--- src/rtl/mem_arb_pkg.sv ---
// Shared constants for the memory arbiter: default widths, FSM state
// encoding and the one-hot pick codes used between the top and the picker.
package mem_arb_pkg;

  localparam int DEF_ADDR_W = 32;
  localparam int DEF_DATA_W = 32;

  typedef enum logic [1:0] {
    IDLE   = 2'd0,
    IF_ACC = 2'd1,
    D_ACC  = 2'd2
  } arb_state_e;

  // One-hot pick: bit 0 = fetch requester, bit 1 = data requester.
  localparam logic [1:0] PICK_NONE = 2'b00;
  localparam logic [1:0] PICK_IF   = 2'b01;
  localparam logic [1:0] PICK_D    = 2'b10;

endpackage

--- src/rtl/mem_arb_pick.sv ---
// Combinational arbitration between the fetch and data requesters.
// Optional feature macro: MEM_ARB_RR_EN (round-robin on conflict); without it
// the data requester always wins a conflict and last_winner is ignored.
module mem_arb_pick
  import mem_arb_pkg::*;
(
  input  logic       if_req,
  input  logic       d_req,
  input  logic       last_winner,  // 1 = data was granted most recently
  output logic [1:0] pick
);

`ifndef MEM_ARB_RR_EN
  logic unused_last_winner;
  assign unused_last_winner = last_winner;
`endif

  // Choose at most one requester; conflicts resolved by priority policy.
  always_comb begin
    pick = PICK_NONE;
    if (if_req && d_req) begin
`ifdef MEM_ARB_RR_EN
      pick = last_winner ? PICK_IF : PICK_D;
`else
      pick = PICK_D;
`endif
    end else if (d_req) begin
      pick = PICK_D;
    end else if (if_req) begin
      pick = PICK_IF;
    end
  end

endmodule

--- src/rtl/mem_arb.sv ---
// Shares one single-port memory between an instruction-fetch requester and a
// data requester. Optional feature macro: MEM_ARB_RR_EN (round-robin conflict
// priority with a last-winner flag); default build uses fixed data priority.
//
// Handshake: a requester holds req and its payload until it sees gnt; gnt is a
// one-cycle combinational pulse in an arbitration cycle (IDLE, or the
// completion cycle of the current access). The access then runs in the
// owner's ACC state with mem_ce=1 until mem_ready=1, and on that cycle the
// owner's rvalid pulses for one cycle with rdata (0 for a store).
module mem_arb
  import mem_arb_pkg::*;
#(
  parameter int ADDR_W = DEF_ADDR_W,
  parameter int DATA_W = DEF_DATA_W
) (
  input  logic              clk,
  input  logic              rst,
  // fetch side
  input  logic              if_req,
  input  logic [ADDR_W-1:0] if_addr,
  output logic              if_gnt,
  output logic              if_rvalid,
  output logic [DATA_W-1:0] if_rdata,
  // data side
  input  logic              d_req,
  input  logic              d_we,
  input  logic [ADDR_W-1:0] d_addr,
  input  logic [DATA_W-1:0] d_wdata,
  output logic              d_gnt,
  output logic              d_rvalid,
  output logic [DATA_W-1:0] d_rdata,
  // memory side
  output logic              mem_ce,
  output logic              mem_we,
  output logic [ADDR_W-1:0] mem_addr,
  output logic [DATA_W-1:0] mem_wdata,
  input  logic [DATA_W-1:0] mem_rdata,
  input  logic              mem_ready,
  // debug
  output arb_state_e        dbg_state
);

  arb_state_e        state_q, state_d;
  logic [ADDR_W-1:0] addr_q;
  logic              we_q;
  logic [DATA_W-1:0] wdata_q;
  logic [1:0]        pick;
  logic              last_winner;
  logic              arb_point;
  logic              complete;

  // An arbitration opportunity exists when idle or when the current access
  // finishes this cycle; reset suppresses any grant.
  assign arb_point = !rst && ((state_q == IDLE) || mem_ready);
  assign complete  = !rst && (state_q != IDLE) && mem_ready;

`ifdef MEM_ARB_RR_EN
  logic last_d_q;

  // Remember which requester was granted most recently (resets to fetch).
  always_ff @(posedge clk) begin
    if (rst) begin
      last_d_q <= 1'b0;
    end else if (d_gnt) begin
      last_d_q <= 1'b1;
    end else if (if_gnt) begin
      last_d_q <= 1'b0;
    end
  end

  assign last_winner = last_d_q;
`else
  assign last_winner = 1'b0;
`endif

  mem_arb_pick u_pick (
    .if_req      (if_req),
    .d_req       (d_req),
    .last_winner (last_winner),
    .pick        (pick)
  );

  // State register.
  always_ff @(posedge clk) begin
    if (rst) begin
      state_q <= IDLE;
    end else begin
      state_q <= state_d;
    end
  end

  // Next state: re-arbitrate when idle or on completion, else keep waiting.
  always_comb begin
    state_d = state_q;
    case (state_q)
      IDLE, IF_ACC, D_ACC: begin
        if ((state_q == IDLE) || mem_ready) begin
          if (pick[1]) begin
            state_d = D_ACC;
          end else if (pick[0]) begin
            state_d = IF_ACC;
          end else begin
            state_d = IDLE;
          end
        end
      end
      default: state_d = IDLE;
    endcase
  end

  // Capture the winner's payload at the grant edge; clear it when going idle
  // so mem_we and the address bus read 0 outside an access.
  always_ff @(posedge clk) begin
    if (rst) begin
      addr_q  <= '0;
      we_q    <= 1'b0;
      wdata_q <= '0;
    end else if (d_gnt) begin
      addr_q  <= d_addr;
      we_q    <= d_we;
      wdata_q <= d_wdata;
    end else if (if_gnt) begin
      addr_q  <= if_addr;
      we_q    <= 1'b0;
      wdata_q <= '0;
    end else if (arb_point) begin
      addr_q  <= '0;
      we_q    <= 1'b0;
      wdata_q <= '0;
    end
  end

  // Grants, completion strobes and returned data.
  always_comb begin
    if_gnt    = arb_point && pick[0];
    d_gnt     = arb_point && pick[1];
    if_rvalid = complete && (state_q == IF_ACC);
    d_rvalid  = complete && (state_q == D_ACC);
    if_rdata  = if_rvalid ? mem_rdata : '0;
    d_rdata   = (d_rvalid && !we_q) ? mem_rdata : '0;
  end

  assign mem_ce    = !rst && (state_q != IDLE);
  assign mem_we    = we_q;
  assign mem_addr  = addr_q;
  assign mem_wdata = wdata_q;
  assign dbg_state = state_q;

endmodule

--- config.mk ---
export PLATFORM = sky130hd
export DESIGN_NAME = mem_arb
export DESIGN_NICKNAME = d
export VERILOG_FILES = /design/src/rtl/mem_arb_pkg.sv /design/src/rtl/mem_arb_pick.sv /design/src/rtl/mem_arb.sv
export SDC_FILE = /design/constraint.sdc
export NUM_CORES = 1
export LEC_CHECK = 0
export CORE_AREA = 2 2 106 108
export CTS_BUF_LIST = sky130_fd_sc_hd__clkbuf_4 sky130_fd_sc_hd__clkbuf_8
export DETAILED_ROUTE_END_ITERATION = 10
export DIE_AREA = 0 0 108 110
export GPL_TIMING_DRIVEN = 0
export PLACE_DENSITY = 0.76
export SLEW_MARGIN = 10
export SYNTH_ARGS = -nofsm -noshare
export SYNTH_HDL_FRONTEND = slang
export SYNTH_SLANG_ARGS = --single-unit
--- constraint.sdc ---
create_clock -name clk -period 1.5 [get_ports clk]
set_input_delay 0.225 -clock clk [delete_from_list [all_inputs] [get_ports clk]]
set_output_delay 0.225 -clock clk [all_outputs]
set_load 0.02 [all_outputs]
==> impl_results.md, run 1 <==
* Setup slack after layout at -415 ps
* Failing checks: setup timing
* Fin. Hold Viols at 0
* Via count at between 3000 and 4000
* Clk_skew at about 8.3 ps
* Row count at 38
* Max cap viols at 0
* TritonCTS clock tree: built
* Crit. End Element: output pin
* CTS Buf Count at 9
* Die Footprint at 11900 um2
* Post-cts hold buffer count at 0
* DP Area at 5880 um2
* Remaining DRCs at 0
* Fill cells at 855
* Layout cells sized above 1 at 0.372
* GPL Wtd Cong at between 0.8 and 0.9
* Yosys top cell by area: dfxtp_1
* Crit-path max FO at 5
* Min-delay worst type: in2reg
* Critical path class: reg2out
* Final Cycle Share at 1.28
* Max clock buf depth at 2
* Syn_area_per_cell at 9.32 um2
* Leakage power at around 3.1 nW
* Vias in the first global route at around 3700
* Slowest CP cell: dfxtp_4
* Netlist cell types at 18
* WL/cell at 17.7 um
* Worst EP arrival at 1690 ps
* Iter 0 DRT Violations at 172
* I/O pin cnt at between 200 and 300
* Routed WL at approximately 14 mm
* Sequential area share after synthesis at 0.464
* Post-synthesis cell area at 2890 um2
* RSZ-0062 raised after global routing: true
* Power Density at about 800 nW/um2
* Grt total ovfl at 0
* Ant diodes at 0
* All-Layer GR Usage at 0.202
* DRT antenna net count at 0
* Post-synthesis net count at 444
* Reg2Reg Depth at 9
* Initial Util at 0.270
* Synth top area share at 0.464
* Required @ worst endpoint at roughly 1300 ps
* P&R area growth vs syn at 137%
* Critical path, cell by cell: and4bb_2 > nor2b_4 > buf_12 > buf_8 > and2_4 > buf_6
* Post-DP HPWL at between 9 and 10 mm
* Crit start category: flop
* Chip width at about 110 um
* Post-Syn Instances at slightly above 300
* Max VDD drop at between 0.0006 and 0.0007 V
* Clock transition at path regs at roughly 70 ps
* DR pass1 iterations at 4
* CTS Sinks at 67
* Final Critical Period at approximately 1900 ps
* Hold path cells at 3
* H-tree Lvls at 3
* Synthesis warning total at 0
* Ranking of synthesized cells by area: dfxtp_1 46%, and2_1 14%, a22o_1 10%
* Final Cell Area at between 6000 and 7000 um2
* Die Height at around 110 um
* # nets final at between 700 and 800
* Crit-path max cell delay at about 360 ps
* Fin Hold WS at approximately 430 ps
* Input/output buffers at around 270
* Number of antenna violations at the first check in global routing at 0
* F_max at roughly 520 MHz
* Final slew viol count at 0
* CTS root buf: clkbuf_8
* Pin count of the biggest net entering global routing at 13
* Slew HR at 0.481
* Slew at the pin closest to its max-slew limit at around 780 ps
* Status: complete, but fails checks
* Synth Register Bits at 67
* Clock latency on the worst-skew pair at between 300 and 400 ps
* First-pass GRT wire length at 18.6 mm
* Core area at 10700 um2
* Setup violators final at between 100 and 150
* Post-Place Worst Slack at -1130 ps
* Vias/cell at 4.82
per-stage QoR:
| step | instances | total power, mW | utilization | setup TNS [ps] |
|---|---|---|---|---|
| detailed placement | 718 | 3.37 | 0.550 | -103290 |
| global placement | 718 | 3.34 | 0.550 | -96510 |
| global route | 766 | 5.67 | 0.640 | -37360 |
| finish | 766 | 5.47 | 0.640 | -28460 |
| CTS | 753 | 5.32 | 0.597 | -32200 |
| floorplan | 310 | 2.58 | - | -380 |
path summary, 6_finish.rpt:
kind                                      end  slack [ps]           from
worst max register to register    mem_addr[5]        -190   dbg_state[0]
worst min-delay path             dbg_state[0]         430      mem_ready
worst min register to register  mem_wdata[27]         470  mem_wdata[27]
worst max-delay path              d_rdata[16]        -420   dbg_state[0]
per-layer routing:
metal	vias up	routed length, um	part of all wire	GRT usage
met5	-	0	0	0
met4	0	385	0.028	0.0980
met1	1742	4600	0.34	0.200
met3	29	1070	0.079	0.0470
met2	179	7480	0.55	0.395
li1	1744	-	-	-
sequential cells by signal (all words and copies together), names as in the netlist:
name and flops:
mem_wdata 32, mem_we 1, mem_addr 32, dbg_state 2
placed cells by master (no fill, tap or decap), types with 10 or more instances in the layout:
cell / instances
dlygate4sd2_1: 68
clkbuf_8: 10
nor3_1: 31
buf_4: 25
and2_4: 58
a221oi_1: 11
clkdlybuf4s50_1: 130
a221oi_2: 20
dfxtp_1: 65
nor2_1: 33
buf_8: 13
buf_6: 72
a22o_1: 33
Yosys cell counts, drive strengths merged:
| cell | instances |
|---|---|
| and4bb | 2 |
| nor3 | 33 |
| nand3b | 2 |
| buf | 9 |
| a22o | 33 |
| nor2 | 34 |
| a21oi | 2 |
| o21bai | 3 |
| a221oi | 32 |
| nor2b | 4 |
| o21ba | 1 |
| and2 | 64 |
| dfxtp | 67 |
| nor3b | 2 |
| clkbuf | 22 |
where the power goes:
group          internal, mW  switching (mW)
sequential             1.91          0.0688
combinational         0.832           0.680
clock                  1.27           0.715
critical path: cells and delay by family, from the launching register on:
family,cells,cell delay [ps]
simple gates,3,620
flops,1,360
buf+inv,3,360
cell families after synthesis:
group | share of synthesized area
buffers and inverters | 0.0524
flip-flops | 0.464
AO/OA/AOI/OAI | 0.212
AND/OR/NAND/NOR | 0.272
final cells by class:
type                       count  area (um2)  share of cell area
timing repair buffer         300        3030               0.442
clock inverter                 7         139              0.0203
multi-input combinational    212        1730               0.252
tap                          140         175              0.0256
clock buffer                   9         124              0.0181
sequential                    67        1350               0.197
buffer                        31         305              0.0446
what timing repair did:
| action | 4_1_cts | 5_1_grt |
|---|---|---|
| buffers inserted | 15 | 12 |
| gates resized for setup | 514 | 95 |
| pin swaps | 6 | 26 |
| endpoints found under the setup margin | 200 | 131 |
| cloned | 4 | 3 |
Note: power is estimated with default switching activity, not from simulation.
==> run 2: changes to the inputs <==
Settings changed: GPL_ROUTABILITY_DRIVEN from default to 0, GPL_TIMING_DRIVEN 0 to default.
==> impl_results.md, run 2 (synthesis gave the netlist of run 1 again) <==
* Remaining DRCs at 0 (unchanged)
* Leakage power at 3.07 nW (was 3.14 nW)
* DP Area at 5920 um2 (was 5880 um2)
* CTS Buf Count at 9 (unchanged)
* Clk_skew at 10.9 ps (was 8.28 ps)
* TritonCTS clock tree: built (unchanged)
* Min-delay worst type: in2reg (unchanged)
* Final Critical Period at 1900 ps (was 1920 ps)
* CTS Sinks at 67 (unchanged)
* Tot Pwr at 5.19 mW (was 5.47 mW)
* Fin. Hold Viols at 0 (unchanged)
* Input/output buffers at 269 (was 268)
* Iter 0 DRT Violations at 159 (was 172)
* Pint at 3.75 mW (was 4.01 mW)
* Die Footprint at 11900 um2 (unchanged)
* DP Cell Count at 709 (was 718)
* H-tree Lvls at 3 (unchanged)
* Setup violators final at 126 (was 120)
* Required @ worst endpoint at 1270 ps (about the same)
* Post-DP HPWL at 9.47 mm (was 9.77 mm)
* Setup TNS after final layout at -25290 ps (was -28460 ps)
* Layout cells sized above 1 at 0.364 (was 0.372)
* Core area at 10700 um2 (unchanged)
* Vias/cell at 4.86 (was 4.82)
* Routed WL at 13.7 mm (was 13.5 mm)
* Via count at 3646 (was 3694)
* CTS root buf: clkbuf_8 (unchanged)
* Grt total ovfl at 0 (unchanged)
* WL/cell at 18.3 um (was 17.7 um)
* Clock power share at 0.330 (was 0.363)
* P_sw at 1.44 mW (was 1.46 mW)
* Slew HR at 0.712 (was 0.481)
* Gate power share at 0.290 (was 0.276)
* First-pass GRT wire length at 19.1 mm (was 18.6 mm)
* Slew at the pin closest to its max-slew limit at 432 ps (was 779 ps)
* Critical path class: reg2out (unchanged)
* Final slew viol count at 0 (unchanged)
* Fill cells at 907 (was 855)
* RSZ-0062 raised after global routing: true (unchanged)
* Failing checks: setup timing (unchanged)
* Worst EP arrival at 1670 ps (was 1690 ps)
* Number of antenna violations at the first check in global routing at 0 (unchanged)
* Max VDD drop at 0.000507 V (was 0.000672 V)
* Clock latency on the worst-skew pair at 350 ps (was 340 ps)
* Final Cycle Share at 1.26 (was 1.28)
* Die Height at 110 um (unchanged)
* Final core utilization at 0.634 (was 0.640)
* Commonest non-fill, non-tap cells in the layout: 131 x clkdlybuf4s50_1, 79 x buf_6, 67 x dlygate4sd2_1 (was 130 x clkdlybuf4s50_1, 72 x buf_6, 68 x dlygate4sd2_1)
* Post-cts hold buffer count at 0 (unchanged)
* All-Layer GR Usage at 0.207 (was 0.202)
* I/O pin cnt at 270 (unchanged)
* Crit start category: flop (unchanged)
* P&R area growth vs syn at 135% (was 137%)
* DR pass1 iterations at 4 (unchanged)
* Max clock buf depth at 2 (unchanged)
* Chip width at 108 um (unchanged)
* # nets final at 739 (was 755)
* Status: complete, but fails checks (unchanged)
* Power Density at 766 nW/um2 (was 799 nW/um2)
* Reg power frac at 0.381 (was 0.361)
* Ant diodes at 0 (unchanged)
* Max cap viols at 0 (unchanged)
* Setup slack after layout at -395 ps (was -415 ps)
* Crit-path max FO at 8 (was 5)
* Crit. End Element: output pin (unchanged)
* Row count at 38 (unchanged)
* F_max at 528 MHz (was 522 MHz)
* DRT antenna net count at 0 (unchanged)
* Initial Util at 0.270 (unchanged)
* Final Cell Area at 6780 um2 (was 6850 um2)
* Pin count of the biggest net entering global routing at 35 (was 13)
* Commonest non-fill, non-tap cell in the layout: clkdlybuf4s50_1 (unchanged)
* Switch share at 0.277 (was 0.268)
* Final std cells w/o fill at 750 (was 766)
* Clock transition at path regs at 70 ps (about the same)
* Vias in the first global route at 3633 (was 3661)
==> run 2: final cells by class <==
class	instances	area, um2	share of cell area
multi-input cells	212	1710	0.251
well taps	140	175	0.0258
clock inverters	4	73.8	0.0109
repair buffers	315	3330	0.490
clock buffers	12	153	0.0225
flip-flops and latches	67	1350	0.199
==> run 2: power by group through the flow <==
stage / combinational (mW) / clock [mW] / sequential [mW]
2_1_floorplan: 0.408 / 0 / 2.17
3_3_place_gp: 1.36 / 0 / 2.01
3_5_place_dp: 1.38 / 0 / 2.01
4_1_cts: 1.39 / 1.74 / 1.97
5_1_grt: 1.58 / 1.82 / 1.99
6_report: 1.50 / 1.71 / 1.98
==> run 2: timing repair <==
item / 4_1_cts / 5_1_grt
hold endpoints to repair: 0 / 0
gates cloned: 5 / 4
pin swaps: 13 / 20
setup buffers: 7 / 10
resized for setup: 529 / 32
endpoints found under the setup margin: 201 / 107
==> run 2: stage by stage <==
stage | worst slack (ps) | hold WS [ps]
floorplan | -16.4 | 358
global route | -455 | 340
detailed placement | -800 | 458
CTS | -397 | 297
global placement | -776 | 456
finish | -395 | 322
==> run 2: worst paths after layout <==
path	start	endpoint	slack [ps]	cells after the start
setup / recovery	dbg_state[0]	d_rdata[5]	-400	6
hold / removal	rst	dbg_state[0]	320	3
setup reg to reg	dbg_state[0]	mem_addr[9]	-90	8
hold reg to reg	mem_wdata[23]	mem_wdata[23]	470	1
==> run 2: critical path, stage by stage (launching register included) <==
cell and delay, ps:
dfxtp_4 350, and4bb_2 300, nor2b_4 160, buf_6 140, buf_16 130, and2_4 140, buf_6 110
==> run 2: per-layer routing <==
metal / GRT usage / up-vias / share of wire
met4: 0.0934 / 0 / 0.028
li1: - / 1717 / -
met2: 0.423 / 195 / 0.56
met3: 0.0476 / 29 / 0.080
met1: 0.194 / 1705 / 0.33
met5: 0 / - / 0
==> run 3: changes to the inputs <==
Settings changed: GPL_ROUTABILITY_DRIVEN 0 to 1.
==> results of run 3 <==
Same layout as run 2: the final DEF is identical, and so are final timing and power.
